### src/rtl/acc_fp_pkg.sv
// rtl/acc_fp_pkg.sv - shared widths, state encoding and default latency for the acc_fp sequencer
package acc_fp_pkg;

  localparam int OPS_W   = 16;
  localparam int EXP_W   = 4;
  localparam int MAN_W   = 16;
  localparam int ACC_LAT = 2;

  typedef enum logic [2:0] {
    IDLE,
    ISSUE,
    WAIT,
    DRAIN,
    DONE
  } state_t;

endpackage

### src/rtl/acc_fp_lat_timer.sv
// rtl/acc_fp_lat_timer.sv - loadable down-counter timing the acc_fp result latency
module acc_fp_lat_timer #(
  parameter int W = 2
) (
  input  logic         clk,
  input  logic         rst,
  input  logic         load,
  input  logic [W-1:0] load_val,
  input  logic         dec,
  output logic         done,
  output logic         zero
);

  logic [W-1:0] wcnt;

  always_ff @(posedge clk or posedge rst) begin
    if (rst) begin
      wcnt <= '0;
    end else if (load) begin
      wcnt <= load_val;
    end else if (dec && (wcnt != '0)) begin
      wcnt <= wcnt - 1'b1;
    end
  end

  // done marks the last wait cycle; zero marks the cycle the result is valid
  assign done = (wcnt == W'(1));
  assign zero = (wcnt == '0);

endmodule

### src/rtl/acc_fp_ctrl.sv
// rtl/acc_fp_ctrl.sv - issues one product per LAT cycles to acc_fp and returns the final sum
module acc_fp_ctrl
  import acc_fp_pkg::*;
#(
  parameter int LAT   = ACC_LAT,
  parameter int CNT_W = 16
) (
  input  logic             clk,
  input  logic             rst,
  input  logic             start,
  input  logic             clear,
  input  logic [OPS_W-1:0] bias,
  input  logic             in_valid,
  output logic             in_ready,
  input  logic             in_last,
  input  logic             in_sgn,
  input  logic [EXP_W-1:0] in_exp,
  input  logic [MAN_W-1:0] in_man,
  output logic [OPS_W-1:0] acc_ops,
  output logic             acc_sgn,
  output logic [EXP_W-1:0] acc_exp,
  output logic [MAN_W-1:0] acc_man,
  input  logic [OPS_W-1:0] acc_result,
  output logic             out_valid,
  input  logic             out_ready,
  output logic [OPS_W-1:0] out_data,
  output logic             busy,
  output logic [CNT_W-1:0] cnt
);

  localparam int TW = (LAT > 1) ? $clog2(LAT + 1) : 1;

  state_t           state_q, state_d;
  logic [OPS_W-1:0] psum_q, psum_d;
  logic [OPS_W-1:0] out_data_q, out_data_d;
  logic [CNT_W-1:0] cnt_q, cnt_d;
  logic             fresh_q, fresh_d;
  logic             hs;
  logic             tmr_load, tmr_dec, tmr_done, tmr_zero;

  acc_fp_lat_timer #(.W(TW)) u_timer (
    .clk      (clk),
    .rst      (rst),
    .load     (tmr_load),
    .load_val (TW'(LAT - 1)),
    .dec      (tmr_dec),
    .done     (tmr_done),
    .zero     (tmr_zero)
  );

  always_ff @(posedge clk or posedge rst) begin
    if (rst) begin
      state_q    <= IDLE;
      psum_q     <= '0;
      out_data_q <= '0;
      cnt_q      <= '0;
      fresh_q    <= 1'b0;
    end else begin
      state_q    <= state_d;
      psum_q     <= psum_d;
      out_data_q <= out_data_d;
      cnt_q      <= cnt_d;
      fresh_q    <= fresh_d;
    end
  end

  always_comb begin
    state_d    = state_q;
    psum_d     = psum_q;
    out_data_d = out_data_q;
    cnt_d      = cnt_q;
    fresh_d    = fresh_q;
    hs         = 1'b0;
    in_ready   = 1'b0;
    acc_ops    = '0;
    acc_sgn    = 1'b0;
    acc_exp    = '0;
    acc_man    = '0;
    tmr_load   = 1'b0;
    tmr_dec    = 1'b0;

    unique case (state_q)
      IDLE: begin
        if (start && !clear) begin
          psum_d  = bias;
          cnt_d   = '0;
          fresh_d = 1'b0;
          state_d = ISSUE;
        end
      end
      ISSUE: begin
        in_ready = !clear;
        hs       = in_valid && in_ready;
        // a fresh result is consumed in the very cycle acc_fp makes it valid
        acc_ops  = fresh_q ? acc_result : psum_q;
        if (fresh_q) psum_d = acc_result;
        fresh_d = 1'b0;
        if (hs) begin
          acc_sgn  = in_sgn;
          acc_exp  = in_exp;
          acc_man  = in_man;
          tmr_load = 1'b1;
          if (cnt_q != '1) cnt_d = cnt_q + 1'b1;
          if (in_last) begin
            state_d = DRAIN;
          end else if (LAT == 1) begin
            state_d = ISSUE;
            fresh_d = 1'b1;
          end else begin
            state_d = WAIT;
          end
        end
      end
      WAIT: begin
        acc_ops = psum_q;
        tmr_dec = 1'b1;
        if (tmr_done || (LAT == 1)) begin
          state_d = ISSUE;
          fresh_d = 1'b1;
        end
      end
      DRAIN: begin
        acc_ops = psum_q;
        tmr_dec = 1'b1;
        if (tmr_zero) begin
          out_data_d = acc_result;
          state_d    = DONE;
        end
      end
      DONE: begin
        if (out_ready) state_d = IDLE;
      end
      default: state_d = IDLE;
    endcase

    if (clear) state_d = IDLE;
  end

  assign out_valid = (state_q == DONE);
  assign out_data  = out_data_q;
  assign busy      = (state_q != IDLE);
  assign cnt       = cnt_q;

endmodule

### config.mk
export PLATFORM = sky130hd
export DESIGN_NAME = acc_fp_ctrl
export DESIGN_NICKNAME = d
export VERILOG_FILES = /design/src/rtl/acc_fp_pkg.sv /design/src/rtl/acc_fp_lat_timer.sv /design/src/rtl/acc_fp_ctrl.sv
export SDC_FILE = /design/constraint.sdc
export NUM_CORES = 1
export LEC_CHECK = 0
export ABC_AREA = 0
export BUFFER_PORTS_ARGS = -buffer_cell sky130_fd_sc_hd__buf_4
export CAP_MARGIN = 5
export CORE_ASPECT_RATIO = 0.6
export CORE_MARGIN = 5
export CORE_UTILIZATION = 40
export CTS_CLUSTER_DIAMETER = 50
export DETAILED_ROUTE_END_ITERATION = 16
export PLACE_DENSITY = 0.73
export SKIP_CTS_REPAIR_TIMING = 1
export SLEW_MARGIN = 40
export SYNTH_ARGS = -nofsm -noshare
export SYNTH_HDL_FRONTEND = slang
export SYNTH_SLANG_ARGS = --single-unit
### constraint.sdc
create_clock -name clk -period 2 [get_ports clk]
set_clock_uncertainty 0.05 [all_clocks]
set_input_delay 0.2 -clock clk [delete_from_list [all_inputs] [get_ports clk]]
set_output_delay 0.2 -clock clk [all_outputs]
set_load 0.02 [all_outputs]
==> results of run 1 <==
==> metrics by stage <==
step                      hold slack [ns]  instance area [µm²]  total power, µW
final                               0.114                 4770             4600
after floorplan                     0.301                 2910             2600
after detailed placement            0.193                 4230             3420
after global placement              0.200                 4230             3370
after CTS                          -0.115                 4400             4410
after global routing                0.111                 4770             4850
==> cells in the final DEF (no fill, tap or decap), types with 6 or more instances in the layout <==
cell and instances:
buf_4 128, buf_6 40, nand2_1 14, o21ai_0 8
dfrtp_1 52, nand3_1 7, nor2_1 48, and2_4 20
mux2_2 16, o21ai_1 7, clkbuf_16 6, a21oi_1 7
a22o_1 16, o22ai_1 18
==> power by group through the flow <==
stage	clock network (µW)	registers, µW	logic [µW]
detailed placement	0	1590	1830
finish	987	1580	2030
CTS	1000	1570	1830
floorplan	0	1740	861
global placement	0	1580	1790
global route	1060	1610	2180
==> per-layer routing <==
layer | vias to the layer above | share of wire | GRT usage
met3 | 6 | 0.061 | 0.0484
met1 | 1461 | 0.48 | 0.280
li1 | 1407 | - | -
met5 | - | 0 | 0
met2 | 112 | 0.46 | 0.298
met4 | 0 | 0.0050 | 0.0274
==> flip-flops by register name, summed over array words and instances, names as in the netlist <==
signal,cells
u_timer.wcnt,2
fresh_q,1
psum_q,16
state_q,3
cnt,16
out_data,16
==> cells by family after synthesis <==
group           Yosys count
xor+xnor                  4
compound gates           81
buf+inv                  21
fa+ha+maj                 3
mux                      16
simple gates            118
flops                    54
==> cell type report <==
cell class | count | area, µm² | share of cell area
flip-flops and latches | 54 | 1350 | 0.284
clock inverters | 3 | 43.8 | 0.00917
inverters | 6 | 22.5 | 0.00472
well taps | 91 | 114 | 0.0239
repair buffers | 176 | 1560 | 0.327
multi-input cells | 222 | 1550 | 0.325
clock buffers | 5 | 125 | 0.0262
==> how the worst max path moves through the flow <==
| stage | startpoint | endpoint | slack, ns | depth (start not counted) |
|---|---|---|---|---|
| finish | state_q[1] | acc_ops[15] | -0.20 | 6 |
| global placement | state_q[2] | cnt[7] | 0.13 | 6 |
| floorplan | cnt[4] | cnt[5] | 0.01 | 5 |
| detailed placement | state_q[2] | acc_ops[8] | 0.10 | 6 |
| global route | state_q[1] | acc_ops[15] | -0.25 | 6 |
| CTS | state_q[2] | acc_ops[1] | -0.21 | 6 |
==> worst reg2reg max path, delay by kind of cell, from the launching register on <==
family	cells	cell delay (ns)
compound gates	4	0.77
buf+inv	2	0.33
flops	1	0.41
simple gates	1	0.44
==> results list, run 1 <==
* Global-route wire length before repair: ~15000 µm
- The critical path in this run is classified as reg2out.
- Across the VDD grid, the largest voltage drop is between 0.5 and 0.6 mV.
* Mux cell area share after synthesis: 0.0622
* Critical path's top delay family: buffers and inverters
- Summed over all failing endpoints, the final setup total negative slack is -4.44 ns.
- After clock tree synthesis, the clock-pin slew on the worst setup and hold paths is ~0.07 ns.
* CP peak stage delay: roughly 0.44 ns
- Dividing the final minimum period by the clock period gives 1.10.
- In this run the worst path has a maximum fanout of 8.
- CTS root buffer: clkbuf_16
- Xor-xnor portion of the synthesized cell area: 0.0121
- By instance count, the leading cell after synthesis is dfrtp_1.
- Of the total power, the share spent switching nets is 0.348.
- Internal power: approximately 3000 µW
- Worst-skew pair later-pin latency: approximately 0.29 ns
* Vias per std cell: between 5 and 6
* Violations in the final reports: setup timing
- Across every metal layer, demand over resource in global routing totals 0.193.
* Power share of the clock group: 0.215
- Main area contributors after synthesis: dfrtp_1, mux2_2, nor2_1
- Worst Hold Class: in2reg
- Static Leak: 0.00229 µW
* Top cells by count, synth: dfrtp_1, nor2_1, and2_1
- The final number of max-transition violations is 0.
* Total number of vias: 2986
- The net count of the finished layout is 528.
* Endpoint with the worst hold slack: out_data[0]
* Post-DP HPWL: approximately 6800 µm
- Count of distinct cell types in the synthesized netlist: 46
- Final critical delay including setup and external delays: about 2.2 ns
- The number of nets handed over by synthesis was 360.
* Number of antenna violations at the first check in global routing: 0
- The number of hold-slack violations in the final timing report came to 0.
- The worst setup path is captured at an output pin.
- Horizontal die dimension: about 120 µm
- Relative to the synthesized area, the layout overhead comes to 64.7%.
- The worst hold path begins at acc_result[0].
- The cell area that synthesis handed to floorplanning was between 2000 and 3000 µm².
- Of the cells placed in the final design, the portion with a size suffix greater than 1 is 0.519.
* Cell count after placement: between 500 and 600
- The count of buffers added on input and output ports is about 130.
- Worst EP required: around 1.8 ns
* Largest family of logic cells by synthesized area: simple AND/OR/NAND/NOR gates
* Clock buffer count from CTS: 5
- Crit path arrival time: 1.95 ns
- The critical path goes through or3b_4 -> buf_8 -> o21ai_4 -> clkbuf_16 -> a22o_1 -> buf_4.
- Slack of the worst reg-to-reg path: -0.09 ns
* Fillcell total: around 550
* Register share of total power: 0.343
- Non-filler cells, final: 557
- Clock tree synthesis found a total of 54 sinks.
- The synthesized design contains between 50 and 60 register bits.
* Unrepaired setup endpoints after global routing: yes
- Timing would allow up to 454 MHz.
- Top cell type by total area after synthesis: dfrtp_1
* Count of max-cap constraint violations: 0
- From bottom edge to top edge, the die measures 75.9 µm.
* Level count of the clock H-tree: 2
- Of the synthesized area, sequential elements account for 0.466.
- In the post-route analysis, the smallest setup slack over all paths is -0.202 ns.
- Post-placement setup slack: 0.103 ns
- Share of synthesized cell area in full adder, half adder and majority cells: 0.0130
- Initial standard-cell utilization of the core: 0.405
- Count of final setup violators: 40
- At the pin with the least slew margin, the transition time is around 0.47 ns.
* Dominant register cell in the synthesized netlist: dfrtp_1
* Hold Crit Depth: 2
* Inserted Diodes: 0
- Counting both buffers and inverters, the worst setup path holds a total of 3.
- Congestion Overflow GR: 0
- The region available for standard cell placement spans 7150 µm².
* Clock tree from TritonCTS: built
- Total die area: a little over 9000 µm²
- Power dissipated by switching net loads: between 1500 and 2000 µW
- Cells after Synth: 297
* Destination of the worst register-to-register timing path: cnt[7]
- The number of global-route vias before repair came to about 3000.
* Avg WL per Cell: 17.2 µm
* Largest net degree at the start of global routing: 37
- The worst pin sits at a relative slew slack of 0.688.
- Standard-cell row count: 24
* Compound-gate portion of the synthesized area: 0.201
- R2r worst-path depth: 7
* Antenna Violating Nets Remaining: 0
* Warnings, synthesis: 0
- STA classifies the critical path startpoint as a register.
* Number of optimization iterations in the first detailed-route pass: 4
- Synth Area in Simple Gates: 0.209
- Maximum root-to-sink buffer count: 2
- The flow ran to the end, but the final reports show violations.
- Routability-driven placement finished with a final weighted congestion of roughly 0.85.
* Total Wirelength: 9570 µm
- Proportion of register bits with asynchronous set or reset after synthesis: 1.00
* Number of enable-type register cells in the synthesized netlist: 0
- Of the post-synthesis cell area, the dominant cell type holds 0.466.
* Synth Area per Inst: between 9 and 10 µm²
* Core utilization of the finished layout: 0.668
* Count of unresolved DRC violations after routing: 0
- Share of total power in combinational logic: 0.442
- During I/O placement, the number of pins put on the boundary was 132.
- The startpoint identified for the worst register-to-register timing path is state_q[1].
* Slowest cell on the critical path: or3b_4
- The detailed router finished its first iteration with just under 200 violations.
- Power spread over the standard cell area amounts to 963 nW/µm².
(Power assumes the default switching activity.)
==> run 2: changes to the inputs <==
- GPL_TIMING_DRIVEN: not set -> 0
==> results list, run 2 (synthesis gave the netlist of run 1 again) <==
- Horizontal die dimension: 120 µm (unchanged)
- Most common cell after layout, fill and taps aside: buf_4
- Die H: 75.9 µm (unchanged)
- The initial antenna violation count came to 0 (unchanged).
- Slack of the worst reg-to-reg path: -0.24 ns (-0.15 ns)
- CTS root buffer: clkbuf_16
- Standard-cell row count: 24 (unchanged)
- The final net count is 531 (+0.57%).
- TritonCTS built the clock tree.
- The leakage component of the power was 0.00224 µW (-2.1%).
- Combined buffer and inverter count along the critical path: 3 (unchanged)
- The routed wire length was 10200 µm (+6.9%).
- The number of DRC violations after detailed routing is 0 (unchanged).
* Non-filler cells, final: 560 (+0.54%)
* Total routing usage reported by global routing: 0.187 (-0.00596)
- The critical path goes through buf_6 -> or3b_4 -> nor3_4 -> buf_6 -> and2_1 -> buf_4.
* Critical path's top delay family: simple AND/OR/NAND/NOR gates
- Reg-to-reg startpoint: state_q[1]
- Count of final setup violators: 71 (+78%)
- Final period util: 1.17 (+0.0650)
* Antenna Violating Nets Remaining: 0 (unchanged)
* Commonest cells after routing, fill and taps aside: buf_4, nor2_1, dfrtp_1, buf_6, o22ai_1
* Crit path arrival time: 2.08 ns (+0.13 ns)
* Total number of vias: 3064 (+2.6%)
- Setup repair after global routing could not meet its margin everywhere.
* Power dissipated by switching net loads: 1640 µW (+2.6%)
* Post-route standard cell area excluding fillers: 4800 µm² (+0.66%)
- Endpoint with the worst hold slack: out_data[7]
- The starting density of the core is 0.405 (unchanged).
- Congestion Overflow GR: 0 (unchanged)
- The final period demand of the worst path is 2.33 ns (+0.130 ns).
- The slew at the pin closest to its max-slew limit is 0.594 ns (+0.126 ns).
- Slowest cell on the critical path: or3b_4
* Smallest setup slack after layout: -0.332 ns (-0.130 ns)
- Destination of the worst register-to-register timing path: cnt[9]
- The upper clock frequency limit is 429 MHz (-5.6%).
- The number of clock sinks is 54 (unchanged).
* Max transition margin: 0.603 (-0.0845)
- Inserted Diodes: 0 (unchanged)
* Clock buffer count from CTS: 5 (unchanged)
- The area of the core region was 7150 µm² (unchanged).
* Kind of start point of the critical path: register
- The number of port buffers came to 130 (-0.76%).
- The clock latency at the later pin of the worst-skew pair was 0.29 ns (about the same).
* Avg WL per Cell: 18.3 µm (+6.3%)
- The number of top-level pins came to 132 (unchanged).
- Vias per std cell: 5.47 (+2.1%)
- Number of global-route vias before repair: 2686 (-10%)
* Power share of the clock group: 0.197 (-0.018)
- Maximum root-to-sink buffer count: 2 (unchanged)
* Setup Total Neg Slack: -14.81 ns (-10.37 ns)
- Dpl cell area: 4020 µm² (-5.0%)
- DRT iter0 DRCs: 208 (+6.1%)
* R2r worst-path depth: 8 (+1)
* Number of hold-slack violations in the final timing report: 0 (unchanged)
- The final number of max-transition violations is 0 (unchanged).
- Post-DP HPWL: 6830 µm (-0.11%)
- The worst setup path is of the reg2out kind.
* Final weighted congestion of routability-driven global placement: 0.787 (-7.1%)
- The sequential share of power was 0.349 (+0.006).
- The area enclosed by the die boundary came to 9100 µm² (unchanged).
* Critical path's most frequent cell: buf_6
* Number of optimization iterations in the first detailed-route pass: 4 (unchanged)
- Global-route wire length before repair: 13900 µm (-4.6%)
- The worst supply voltage drop on vdd was 0.522 mV (-8.2%).
* Violations in the final reports: setup timing
- Level count of the clock H-tree: 2 (unchanged)
- Register clock-pin slew on the reported worst setup and hold paths: 0.07 ns (about the same)
* CP peak stage delay: 0.45 ns (about the same)
- The worst hold path begins at acc_result[7].
- Switching share of total power: 0.364 (+0.0166)
- The power density over the cells was 936 nW/µm² (-2.7%).
- The reported max-cap violation count was 0 (unchanged).
* Hold Crit Depth: 2 (unchanged)
- The combinational group share of total power is 0.454 (+0.012).
* Worst Hold Class: in2reg
* Share of cells above drive strength 1: 0.557 (+0.0372)
- Result of the run: finished with violations
- Sort of element at the end of the critical path: output pin
- Cell count after placement: 519 (-3.4%)
* Worst EP required: 1.75 ns (about the same)
- Largest net degree at the start of global routing: 33 (-11%)
- Internal power: 2860 µW (-4.6%)
- Area overhead of the layout relative to synthesis: 65.8%
- Maximum fanout count along the critical path: 10 (+2)
==> run 2: cell type report <==
type	instances	area [µm²]
fill	577	2340
multi-input combinational	223	1650
timing repair buffer	164	1380
sequential	54	1360
clock buffer	5	125
buffer	14	124
tap	91	114
inverter	6	25.0
clock inverter	3	23.8
==> run 2: layer usage <==
layer / part of all wire / track usage / vias up
li1: - / - / 1424
met1: 0.45 / 0.277 / 1483
met2: 0.46 / 0.277 / 147
met3: 0.081 / 0.0595 / 10
met4: 0.0084 / 0.0171 / 0
met5: 0 / 0 / -
==> run 2: worst max-delay path by stage <==
stage               start     endpoint  slack (ns)  cells after the start
2_1_floorplan      cnt[4]       cnt[5]        0.01                      5
3_3_place_gp   state_q[1]  acc_ops[15]       -0.52                      7
3_5_place_dp   state_q[1]  acc_ops[14]       -0.54                      7
4_1_cts        state_q[1]  acc_ops[14]       -0.87                      7
5_1_grt        state_q[1]  acc_man[14]       -0.41                      6
6_report       state_q[1]  acc_man[14]       -0.33                      6
==> run 2: metrics by stage <==
step                      hold WS (ns)  setup WS, ns   util  total power, µW
after global placement           0.406        -0.519  0.560             3300
after global routing            0.0968        -0.406  0.672             4740
after detailed placement         0.140        -0.539  0.563             3350
final                            0.107        -0.332  0.672             4500
after floorplan                  0.301       0.00963      -             2600
after CTS                       -0.173        -0.872  0.584             4230
==> run 2: power groups by stage <==
| stage | registers, µW | logic, µW | clock network [µW] |
|---|---|---|---|
| floorplan | 1740 | 861 | 0 |
| global placement | 1570 | 1730 | 0 |
| detailed placement | 1580 | 1770 | 0 |
| CTS | 1560 | 1770 | 898 |
| global route | 1610 | 2190 | 948 |
| finish | 1570 | 2040 | 887 |
